==> src/rtl/jtag_tap_driver.sv <==
// Command-level JTAG initiator: runs TAP reset, IR scan and DR scan sequences on
// tck/tms/tdi and returns the captured tdo bits as one response per command.
module jtag_tap_driver #(
   parameter int TCK_DIV = 4,
   parameter int MAX_LEN = 64,
   parameter int LEN_W   = 7
) (
   input  logic               wb_clk_i,
   input  logic               wb_rst_i,
   input  logic               cmd_valid_i,
   output logic               cmd_ready_o,
   input  logic               cmd_reset_i,
   input  logic               cmd_ir_i,
   input  logic [LEN_W-1:0]   cmd_len_i,
   input  logic [MAX_LEN-1:0] cmd_data_i,
   output logic               rsp_valid_o,
   output logic [MAX_LEN-1:0] rsp_data_o,
   output logic               tck_pad_o,
   output logic               tms_pad_o,
   output logic               tdi_pad_o,
   input  logic               tdo_pad_i
);
   // state    | meaning
   // AUTO_RST | post-reset walk TMS=1,1,1,1,1,0 into Run-Test/Idle
   // READY    | parked in Run-Test/Idle, accepting commands
   // RST_SEQ  | commanded TAP reset, same walk as AUTO_RST
   // HEADER   | Idle to Shift-DR (1,0,0) or Shift-IR (1,1,0,0)
   // SHIFT    | len data bits, last one moves to Exit1
   // TRAILER  | Update then Idle (1,0)
   // DONE     | one-cycle response; also accepts the next command
   typedef enum logic [2:0] {
      AUTO_RST, READY, RST_SEQ, HEADER, SHIFT, TRAILER, DONE
   } state_t;

   localparam int DIV_W = (TCK_DIV > 1) ? $clog2(TCK_DIV) : 1;
   localparam logic [DIV_W-1:0] PH_LOAD = DIV_W'(TCK_DIV - 1);
   localparam logic [LEN_W-1:0] LEN_MAX = LEN_W'(MAX_LEN);

   state_t               state_q, state_d;
   logic                 tck_q, tck_d;
   logic                 tms_q, tms_d;
   logic                 tdi_q, tdi_d;
   logic [DIV_W-1:0]     ph_q, ph_d;
   logic [LEN_W-1:0]     bit_q, bit_d;
   logic [LEN_W-1:0]     len_q, len_d;
   logic [MAX_LEN-1:0]   sr_q, sr_d;
   logic [MAX_LEN-1:0]   mask_q, mask_d;
   logic [MAX_LEN-1:0]   cap_q, cap_d;
   logic [MAX_LEN-1:0]   rsp_q, rsp_d;
   logic [LEN_W-1:0]     len_c;
   logic                 bit_start;

   // TMS for a TCK cycle is a function of the phase and the remaining-bit count
   function automatic logic tms_for(input state_t s, input logic [LEN_W-1:0] b);
      case (s)
         AUTO_RST, RST_SEQ, TRAILER: tms_for = (b != '0);
         HEADER:                     tms_for = (b >= LEN_W'(2));
         SHIFT:                      tms_for = (b == '0);
         default:                    tms_for = 1'b0;
      endcase
   endfunction

   assign len_c       = (cmd_len_i > LEN_MAX) ? LEN_MAX : cmd_len_i;
   assign cmd_ready_o = (state_q == READY) || (state_q == DONE);
   assign rsp_valid_o = (state_q == DONE);
   assign rsp_data_o  = rsp_q;
   assign tck_pad_o   = tck_q;
   assign tms_pad_o   = tms_q;
   assign tdi_pad_o   = tdi_q;

   always_comb begin
      state_d   = state_q;
      tck_d     = tck_q;
      tms_d     = tms_q;
      tdi_d     = tdi_q;
      ph_d      = ph_q;
      bit_d     = bit_q;
      len_d     = len_q;
      sr_d      = sr_q;
      mask_d    = mask_q;
      cap_d     = cap_q;
      rsp_d     = rsp_q;
      bit_start = 1'b0;
      case (state_q)
         READY, DONE: begin
            state_d = READY;
            if (cmd_valid_i && cmd_ready_o) begin
               ph_d      = PH_LOAD;
               tck_d     = 1'b0;
               bit_start = 1'b1;
               if (cmd_reset_i) begin
                  state_d = RST_SEQ;
                  bit_d   = LEN_W'(5);
               end else if (len_c == '0) begin
                  state_d = DONE;
                  rsp_d   = '0;
               end else begin
                  state_d = HEADER;
                  bit_d   = cmd_ir_i ? LEN_W'(3) : LEN_W'(2);
                  len_d   = len_c;
                  sr_d    = cmd_data_i;
                  mask_d  = {{(MAX_LEN-1){1'b0}}, 1'b1};
                  cap_d   = '0;
               end
            end
         end
         default: begin
            if (ph_q != '0) begin
               ph_d = ph_q - 1'b1;
            end else begin
               ph_d  = PH_LOAD;
               tck_d = ~tck_q;
               if (!tck_q) begin
                  if ((state_q == SHIFT) && tdo_pad_i) cap_d = cap_q | mask_q;
               end else begin
                  // high phase over: advance to the next TCK cycle
                  bit_start = 1'b1;
                  if (state_q == SHIFT) begin
                     sr_d   = sr_q >> 1;
                     mask_d = mask_q << 1;
                  end
                  if (bit_q != '0) begin
                     bit_d = bit_q - 1'b1;
                  end else begin
                     case (state_q)
                        AUTO_RST: state_d = READY;
                        RST_SEQ: begin
                           state_d = DONE;
                           rsp_d   = '0;
                        end
                        HEADER: begin
                           state_d = SHIFT;
                           bit_d   = len_q - 1'b1;
                        end
                        SHIFT: begin
                           state_d = TRAILER;
                           bit_d   = LEN_W'(1);
                        end
                        default: begin
                           state_d = DONE;
                           rsp_d   = cap_q;
                        end
                     endcase
                  end
               end
            end
         end
      endcase
      if (bit_start) begin
         tms_d = tms_for(state_d, bit_d);
         tdi_d = (state_d == SHIFT) ? sr_d[0] : 1'b0;
      end
   end

   always_ff @(posedge wb_clk_i or posedge wb_rst_i) begin
      if (wb_rst_i) begin
         state_q <= AUTO_RST;
         tck_q   <= 1'b0;
         tms_q   <= 1'b1;
         tdi_q   <= 1'b0;
         ph_q    <= PH_LOAD;
         bit_q   <= LEN_W'(5);
         len_q   <= '0;
         sr_q    <= '0;
         mask_q  <= '0;
         cap_q   <= '0;
         rsp_q   <= '0;
      end else begin
         state_q <= state_d;
         tck_q   <= tck_d;
         tms_q   <= tms_d;
         tdi_q   <= tdi_d;
         ph_q    <= ph_d;
         bit_q   <= bit_d;
         len_q   <= len_d;
         sr_q    <= sr_d;
         mask_q  <= mask_d;
         cap_q   <= cap_d;
         rsp_q   <= rsp_d;
      end
   end
endmodule

==> config.mk <==
export PLATFORM = sky130hd
export DESIGN_NAME = jtag_tap_driver
export DESIGN_NICKNAME = d
export VERILOG_FILES = /design/src/rtl/jtag_tap_driver.sv
export SDC_FILE = /design/constraint.sdc
export NUM_CORES = 1
export LEC_CHECK = 0
export BUFFER_PORTS_ARGS = -buffer_cell sky130_fd_sc_hd__buf_2
export CAP_MARGIN = 0
export CORE_MARGIN = 3
export CORE_UTILIZATION = 35
export CTS_CLUSTER_SIZE = 10
export DETAILED_ROUTE_END_ITERATION = 7
export GPL_TIMING_DRIVEN = 1
export SYNTH_ARGS = -nofsm -noshare
export SYNTH_HDL_FRONTEND = slang
export SYNTH_SLANG_ARGS = --single-unit
==> constraint.sdc <==
create_clock -name wb_clk_i -period 12 [get_ports wb_clk_i]
set_clock_uncertainty 0.15 [all_clocks]
set_input_delay 1.2 -clock wb_clk_i [delete_from_list [all_inputs] [get_ports wb_clk_i]]
set_output_delay 1.2 -clock wb_clk_i [all_outputs]
set_load 0.02 [all_outputs]
# --- After elaboration in Yosys (flattened, before gate mapping) ---
# Index checks and enable logic that the tools add are counted.
totals:
  wordCells: 118
  out_inout_bits: 69
  reg_bits: 278
  inputBits: 77
op_classes:
  addsub: 3
  n_mux: 59
  reduce_logical: 21
  magnitude_cmp: 2
  n_bitwise: 4
  eq_ne: 17
op_table:
  columns: ["cell", "count"]
  rows:
  - ["$mux 64", 28]
  - ["$pmux 64 s2", 1]
  - ["$or 64x64->64", 1]
  - ["$mux 7", 8]
  - ["$mux 3", 7]
  - ["$logic_not 7->1", 2]
  - ["$pmux 7 s2", 1]
  - ["$reduce_bool 7->1", 2]
  - ["$sub 7x1->7 const B", 2]
  - ["$eq 3x2->1 const B", 4]
  - ["$eq 3x3->1 const B", 4]
  - ["$reduce_and 6->1", 2]
  - ["$mux 1", 9]
  - ["$pmux 3 s3", 1]
  - ["$ne 2x1->1 const B", 4]
  - ["$ne 2x2->1 const B", 4]
  - ["$reduce_bool 2->1", 4]
  - ["$ge 7x2->1 const B", 1]
  - ["$gt 7x7->1 const B", 1]
  - ["$reduce_and 7->1", 1]
  - ["$logic_not 3->1", 2]
  - ["$mux 2", 3]
  - ["$reduce_or 3->1", 2]
  - ["$reduce_and 4->1", 1]
  - ["other kinds (8)", 11]

# --- Logic depth before layout (Yosys ltp) ---
# Gate-level depths: netlist of the first run.
logic_depth:
  word_depth: 10
  depth_mapped: 14
  depth_no_buf: 10

# --- Worst setup path after synthesis of the first run ---
# No wires, ideal clock.
synth_path:
  path_type: "input to register"
  start: "input cmd_len_i[3]"
  end: "register tms_q, in the netlist tms_pad_o"
  setup_slack_ns: 8.479
  t_required_ns: 11.761
  setup_ns: 0.089
  stages: 7
  arrival_time_ns: 3.281
  path_buffers: 1
  cell_sequence: "or4_4 nor4_4 nor2_1 buf_6 or3_4 or4_4 a311oi_2"
synth_via:
  word_cells_on_any_way: 21
  cone_classes: "order compare (2); eq/ne (4); mux (10); reduce/logical (5)"
synth_rtl:
  columns: ["element", "line", "text"]
  rows:
  - ["start: declaration", "14", "input logic [LEN_W-1:0] cmd_len_i,"]
  - ["$gt 7x7->1", "63", "assign len_c = (cmd_len_i > LEN_MAX) ? LEN_MAX : cmd_len_i;"]
  - ["$mux 7 (*)", "63", null]
  - ["$logic_not 7->1 (*)", "94", "end else if (len_c == '0) begin"]
  - ["$mux 7 (*)", "94", null]
  - ["$mux 7 (*)", "91", "if (cmd_reset_i) begin"]
  - ["$mux 7 (*)", "87", "if (cmd_valid_i && cmd_ready_o) begin"]
  - ["$mux 7 (*)", "84", "case (state_q)"]
  - ["net bit_d[1]", "44", "logic [LEN_W-1:0] bit_q, bit_d;"]
  - ["$ge 7x2->1, or another cell as far along", "57", "HEADER: tms_for = (b >= LEN_W'(2));"]
  - ["$pmux 1 s3 (*)", "55", "case (s)"]
  - ["end signal: assignment", "171", "tms_q <= tms_d;"]
  - ["end: declaration", "41", "logic tms_q, tms_d;"]
# Mark *: on every way through the listed nets, which the timed path passes. The rest lies on a longest branch.
# A chain may end at the register's enable or synchronous reset.

# --- Final worst setup path of the first run ---
layout_path:
  start: "register state_q[1]"
  end: "register mask_q[45]"
layout_via:
  elab_chain_cells: 5
  word_cells_on_any_way: 14
  cone_classes: "eq/ne (7); mux (1); reduce/logical (6)"
layout_rtl:
  columns: ["element", "line", "text"]
  rows:
  - ["start: declaration", "39", "state_t state_q, state_d;"]
  - ["start signal: assignment", "169", "state_q <= state_d;"]
  - ["$eq 3x1->1 / $eq 3x3->1 (equally long branches)", "64, 84", null]
  - ["$logic_or 1x1->1", "64", "assign cmd_ready_o = (state_q == READY) || (state_q == DONE);"]
  - ["$logic_and 1x1->1", "87", null]
  - ["$ne 2x2->1 (no source line)", null, null]
  - ["$reduce_and 6->1 (no source line)", null, null]
  - ["end signal: assignment", "177", "mask_q <= mask_d;"]
  - ["end: declaration", "47", "logic [MAX_LEN-1:0] mask_q, mask_d;"]
# Several ways; a longest one is shown, not always the timed one.

==> results of run 1 <==
worst register-to-register path, delay by kind of cell, from the launching register on:
kind,cells,cell delay [ns]
flip-flops,1,0.57
AO/OA/AOI/OAI,3,0.63
AND/OR/NAND/NOR,4,0.90
buffers and inverters,4,1.82
flip-flops by register name (all words and copies together), names as in the netlist:
register / cells
state_q: 3
rsp_data_o: 64
len_q: 7
tck_pad_o: 1
sr_q: 64
ph_q: 2
bit_q: 7
tms_pad_o: 1
mask_q: 64
cap_q: 64
tdi_pad_o: 1
layout by cell type (no fill, tap or decap), types with 3 or more instances in the layout:
| cell type | count |
|---|---|
| nor3_1 | 5 |
| nor2_4 | 3 |
| and2_1 | 4 |
| clkbuf_16 | 34 |
| buf_4 | 8 |
| a22oi_1 | 3 |
| a21oi_1 | 71 |
| or4_4 | 3 |
| nand2b_1 | 4 |
| nor2_1 | 85 |
| inv_1 | 74 |
| o2bb2ai_1 | 3 |
| ha_1 | 4 |
| xnor2_1 | 3 |
| dfstp_2 | 5 |
| nor2b_1 | 4 |
| clkbuf_1 | 11 |
| dfrtp_1 | 273 |
| a32o_1 | 3 |
| buf_2 | 145 |
| nand3_1 | 10 |
| a31oi_1 | 3 |
| o21ai_0 | 141 |
| a222oi_1 | 63 |
| nand2_1 | 278 |
area by class of cell:
cell class | instances | area (µm²)
clock buffers | 45 | 892
inverters | 75 | 289
fillers | 3122 | 18500
repair buffers | 154 | 806
well taps | 435 | 544
multi-input cells | 742 | 3940
flip-flops and latches | 278 | 6960
clock inverters | 6 | 73.8
through the flow:
| step | instance area [µm²] | power, mW |
|---|---|---|
| 2_1_floorplan | 11500 | 1.54 |
| 3_3_place_gp | 12500 | 1.67 |
| 3_5_place_dp | 12500 | 1.69 |
| 4_1_cts | 13500 | 2.62 |
| 5_1_grt | 13500 | 2.73 |
| 6_report | 13500 | 2.58 |
cell usage after synthesis, types with 2 or more instances:
library cell  instances
nand2_1             278
dfrtp_1             273
o21ai_0             141
nor2_1               88
inv_1                75
a21oi_1              72
a222oi_1             63
clkbuf_1             55
buf_2                21
nand3_1              10
nor3_1                6
buf_4                 5
dfstp_2               5
and2_1                4
ha_1                  4
nand2b_1              4
nor2b_1               4
a22oi_1               3
a31oi_1               3
a32o_1                3
o22ai_1               3
o2bb2ai_1             3
or4_4                 3
xnor2_1               3
a22o_1                2
a2bb2oi_1             2
nor3b_1               2
o21bai_1              2
o221ai_1              2
o31a_1                2
o31ai_1               2
or3_1                 2
xor2_1                2
routing by layer:
metal	global-route usage [%]	vias to the layer above	wire length, µm
li1	-	4252	-
met1	20.7	4215	11900
met2	22.0	223	11300
met3	3.41	47	1580
met4	4.68	2	600
met5	0	-	9
cells by family (layout without fill, tap and decap cells):
logic type,after synthesis,in the layout
buf+inv,158,280
simple gates,417,417
fa+ha+maj,4,4
flops,278,278
compound gates,315,315
xor+xnor,5,5
mux,1,1
power by group:
part | switching [mW] | total, mW | internal [mW]
Sequential | 0.111 | 1.19 | 1.08
Combinational | 0.281 | 0.474 | 0.193
Clock | 0.369 | 0.910 | 0.541
final timing paths:
path | startpoint | to | slack (ns) | depth (start not counted)
max | state_q[1] | mask_q[45] | 7.75 | 11
min | rsp_data_o[18] | rsp_data_o[18] | 0.32 | 2
max reg2reg | state_q[1] | mask_q[45] | 7.75 | 11
min reg2reg | rsp_data_o[18] | rsp_data_o[18] | 0.32 | 2
max in group asynchronous | wb_rst_i | cap_q[37] | 9.65 | 3
min in group asynchronous | wb_rst_i | sr_q[46] | 0.75 | 2
==> run_results.csv, run 1 <==
group,metric,value,unit
timing,whs,0.318,ns
timing,worst_slew_pin_slew,1.08,ns
synthesis,yosys-top-cells-area,"dfrtp_1, nand2_1, o21ai_0",
clocking,clkLatencyLatePin,0.51,ns
synthesis,synth_compound_area_share,17.6,%
synthesis,synthMuxAreaShare,0.0871,%
finish,drive_gt1_share,16.9,%
floorplan,initial_core_util,35.9,%
synthesis,yosys.area_share.simple,15.3,%
timing,finalSetupTns,0,ns
pwr,vdd_ir_drop_max,0.107,mV
clocking,cts_hold_buf,0,
clocking,cts_buffer_depth,3,
grt,antenna_found_initial,1,
clocking,cts_root_buf,"clkbuf_16",
clocking,ctsResizeCount,0,
setup_path,slowest_stage,"buf_4",
setup_path,endpoint_kind,"flop",
grt,grt_pass1_wl,43200,µm
placement,gp_congestion,0.864,
floorplan,die_area,0.0350,mm²
grt,grt.total_usage,14.5,%
synthesis,synthArstFlopShare,100,%
grt,grt-ovfl-total,0,
job,drv_cap,0,
timing,maxSlewHeadroom,27.8,%
timing,worst_slack,7.75,ns
placement,io_buffers,145,
routing,firstDrtPassIters,8,
routing,wl_per_cell,14.6,µm
synthesis,synth_largest_area_cell,"dfrtp_1",
clocking,postCtsSetupBuffers,0,
synthesis,synth_top_area_share,59.5,%
finish,num_antenna_cells,0,
synthesis,synth_top_family_by_area,"compound AO/OA/AOI/OAI gates",
setup_path,path_class,"reg2reg",
floorplan,fp-row-count,65,
setup_path,cp-start-kind,"flop",
synthesis,synthAdderAreaFrac,0.436,%
floorplan,io_pins,146,
setup_path,critPathMaxFanout,127,
timing,slew_violations,0,
setup_path,path_buf_inv,4,
timing,grt_setup_unrepaired,"false",
setup_path,cp.arrival,4.42,ns
clocking,clock-sinks,278,
synthesis,synth_xor_xnor_area_share,0.381,%
pwr,power_per_cell_area,191,mW/mm²
synthesis,synth.distinct_cells,64,
timing,final.min_clock_period,4.25,ns
synthesis,yosysSeqAreaShare,60.6,%
synthesis,syn_area,0.0115,mm²
outcome,outcome,"finished clean",
setup_path,crit_required,12.17,ns
clocking,tritoncts,"yes",
routing,routed_wl,25400,µm
timing,hold_violations,0,
setup_path,cp_top_family,"buffers and inverters",
floorplan,die_y,187,µm
routing,drt_iter0_markers,775,
placement,dpl.cell_count,1684,
clocking,htreeDepth,2,
pwr,power_leakage,6.50,nW
timing,setup_viol,0,
clocking,path_clk_slew,0.06,ns
grt,grt_pass1_vias,8508,
floorplan,fp.dieW,187,µm
min_path,hold_class,"reg2reg",
placement,place_ws,7.45,ns
setup_path,slowest_delay,0.78,ns
finish,stdcell_count,1735,
synthesis,avgSynthCellArea,9.75,µm²
finish,syn_to_final_growth,17.6,%
setup_path,cp_cell_sequence,"nand3b_2, inv_1, nor2_4, buf_4, inv_1, nand3_1, a2bb2oi_1, nor2_1, a21oi_4, buf_4, o21ai_0",
synthesis,ys_ff_latch,278,
routing,vias,8739,
synthesis,synth_warnings,0,
finish,utilization,42.3,%
synthesis,synth-edff-count,0,
synthesis,syn_inst,1178,
placement,dpl.hpwl,15500,µm
clocking,numCtsBuffers,34,
synthesis,synth_fp_nets,1259,
grt,grt_max_degree,144,
synthesis,synth_flop_cell,"dfrtp_1",
floorplan,coreArea,0.0320,mm²
routing,drc,0,
routing,via_per_inst,5.04,
routing,antenna_left,0,
timing,finalCritPeriodShare,35.4,%
timing,max_freq,235,MHz
finish,fin_nets,1366,
(Power assumes the default switching activity.)
==> run 2, diff against run 1 <==
- clock period: 12 -> 3.8 ns (I/O delays scaled with it)
==> run_results.csv, run 2 (synthesis gave the netlist of run 1 again) <==
group,metric,value,unit
setup_path,endpoint_kind,"flop",
pwr,p_int,5.74,mW
placement,dpl-instance-area,0.0127,mm²
pwr,switching_share,29.7,%
floorplan,coreArea,0.0320,mm²
setup_path,critPathMaxFanout,63,
outcome,violations,"DRC",
floorplan,fp-row-count,65,
pwr,comb_power_share,19.4,%
clocking,cts_buffer_depth,3,
routing,firstDrtPassIters,8,
placement,io_buffers,145,
timing,worst_slew_pin_slew,0.888,ns
floorplan,fp.dieW,187,µm
clocking,cts_root_buf,"clkbuf_16",
clocking,htreeDepth,2,
timing,slew_violations,0,
finish,layout_common_cells,"nand2_1, dfrtp_1, buf_2",
routing,wl_per_cell,14.8,µm
clocking,tritoncts,"yes",
grt,grt-ovfl-total,0,
setup_path,cp.arrival,3.45,ns
grt,grt.total_usage,15.3,%
setup_path,slowest_stage,"or4_4",
finish,layout_commonest_cell,"nand2_1",
clocking,postCtsSetupBuffers,0,
timing,max_freq,306,MHz
floorplan,die_y,187,µm
floorplan,initial_core_util,35.9,%
pwr,power_per_cell_area,572,mW/mm²
grt,grt_pass1_vias,9048,
pwr,pwr-share-clk,34.3,%
setup_path,path_class,"in2reg",
finish,syn_to_final_growth,24.3,%
placement,dpl.hpwl,16300,µm
min_path,hold_class,"in2reg",
grt,grt_max_degree,128,
pwr,power_switching,2.43,mW
finish,stdcell_count,1807,
pwr,p_seq_share,46.3,%
clocking,clkLatencyLatePin,0.50,ns
placement,place_ws,0.525,ns
setup_path,cp_cell_sequence,"dlygate4sd3_1, buf_2, or4_4, or4_4, nand3_1, nor2_1, a21oi_1, o22ai_4, buf_4, a21oi_1, nor2_1",
floorplan,die_area,0.0350,mm²
timing,maxSlewHeadroom,40.6,%
finish,fin_nets,1443,
routing,antenna_left,0,
placement,gp_congestion,0.791,
clocking,numCtsBuffers,34,
setup_path,cp-start-kind,"input pin",
grt,antenna_found_initial,1,
placement,dpl.cell_count,1694,
setup_path,slowest_delay,0.56,ns
routing,vias,8999,
routing,drc,9,
grt,grt_pass1_wl,45900,µm
clocking,path_clk_slew,0.05,ns
timing,hold_violations,0,
finish,drive_gt1_share,16.7,%
routing,routed_wl,26800,µm
timing,worst_slack,0.529,ns
floorplan,io_pins,146,
routing,drt_iter0_markers,871,
pwr,power,8.17,mW
pwr,power_leakage,6.83,nW
timing,finalCritPeriodShare,86.1,%
finish,num_antenna_cells,0,
setup_path,crit_required,3.98,ns
timing,grt_setup_unrepaired,"false",
finish,fin_area,0.0143,mm²
job,drv_cap,0,
pwr,vdd_ir_drop_max,0.389,mV
outcome,outcome,"complete, but fails checks",
timing,setup_viol,0,
routing,via_per_inst,4.98,
clocking,clock-sinks,278,
timing,final.min_clock_period,3.27,ns
run 2: changes by cell type in the layout (fill, tap and decap cells not counted), moves of 2 or more:
| cell | previous run | this run |
|---|---|---|
| buf_12 | 1 | 6 |
| buf_4 | 8 | 13 |
| clkbuf_1 | 11 | 7 |
| clkinv_2 | 2 | 0 |
| dlygate4sd3_1 | 0 | 67 |
run 2: critical path, delay by kind of cell:
| kind | cells | cell delay (ns) |
|---|---|---|
| compound gates | 3 | 0.57 |
| buf+inv | 3 | 0.99 |
| simple gates | 5 | 1.44 |
run 2: metrics by stage:
| stage | setup TNS, ns | utilization [%] | hold slack (ns) |
|---|---|---|---|
| final | 0 | 44.7 | 0.0175 |
| after global routing | 0 | 44.7 | 0.0168 |
| after CTS | 0 | 44.7 | 0.00117 |
| after detailed placement | 0 | 39.7 | 0.315 |
| after global placement | 0 | 39.7 | 0.306 |
| after floorplan | -110.64 | - | 0.300 |
run 2: final cells by class:
cell class | instances | area, µm²
fillers | 3040 | 17700
flip-flops and latches | 278 | 6960
multi-input cells | 742 | 3940
repair buffers | 231 | 1610
clock buffers | 42 | 891
well taps | 435 | 544
inverters | 75 | 285
clock inverters | 4 | 42.5
run 2: metal layers:
metal	global-route usage [%]	routed length, µm	vias to the layer above
li1	-	-	4394
met1	21.2	12500	4300
met2	24.6	12200	255
met3	2.94	1420	48
met4	4.59	675	2
met5	0	8	-
run 2: power by group through the flow:
stage	logic, mW	clock network [mW]	registers, mW
global placement	1.50	0	3.80
detailed placement	1.53	0	3.82
CTS	1.59	2.90	3.77
finish	1.58	2.80	3.78
global route	1.80	3.01	3.84
floorplan	1.17	0	3.71
run 2: repair_timing:
action	in CTS	in global routing
hold endpoints to repair	89	0
hold buffers	67	0
resized for setup	0	0
run 2: path summary, 6_finish.rpt:
kind / start / slack [ns] / endpoint / cells past startpoint
worst max-delay path: cmd_len_i[3] / 0.53 / cap_q[42] / 11
worst min-delay path: cmd_len_i[2] / 0.02 / len_q[2] / 3
worst max register to register: state_q[2] / 0.59 / tdi_pad_o / 11
worst min register to register: rsp_data_o[25] / 0.32 / rsp_data_o[25] / 2
max in group asynchronous: wb_rst_i / 2.17 / sr_q[8] / 4
min in group asynchronous: wb_rst_i / 0.38 / rsp_data_o[1] / 3
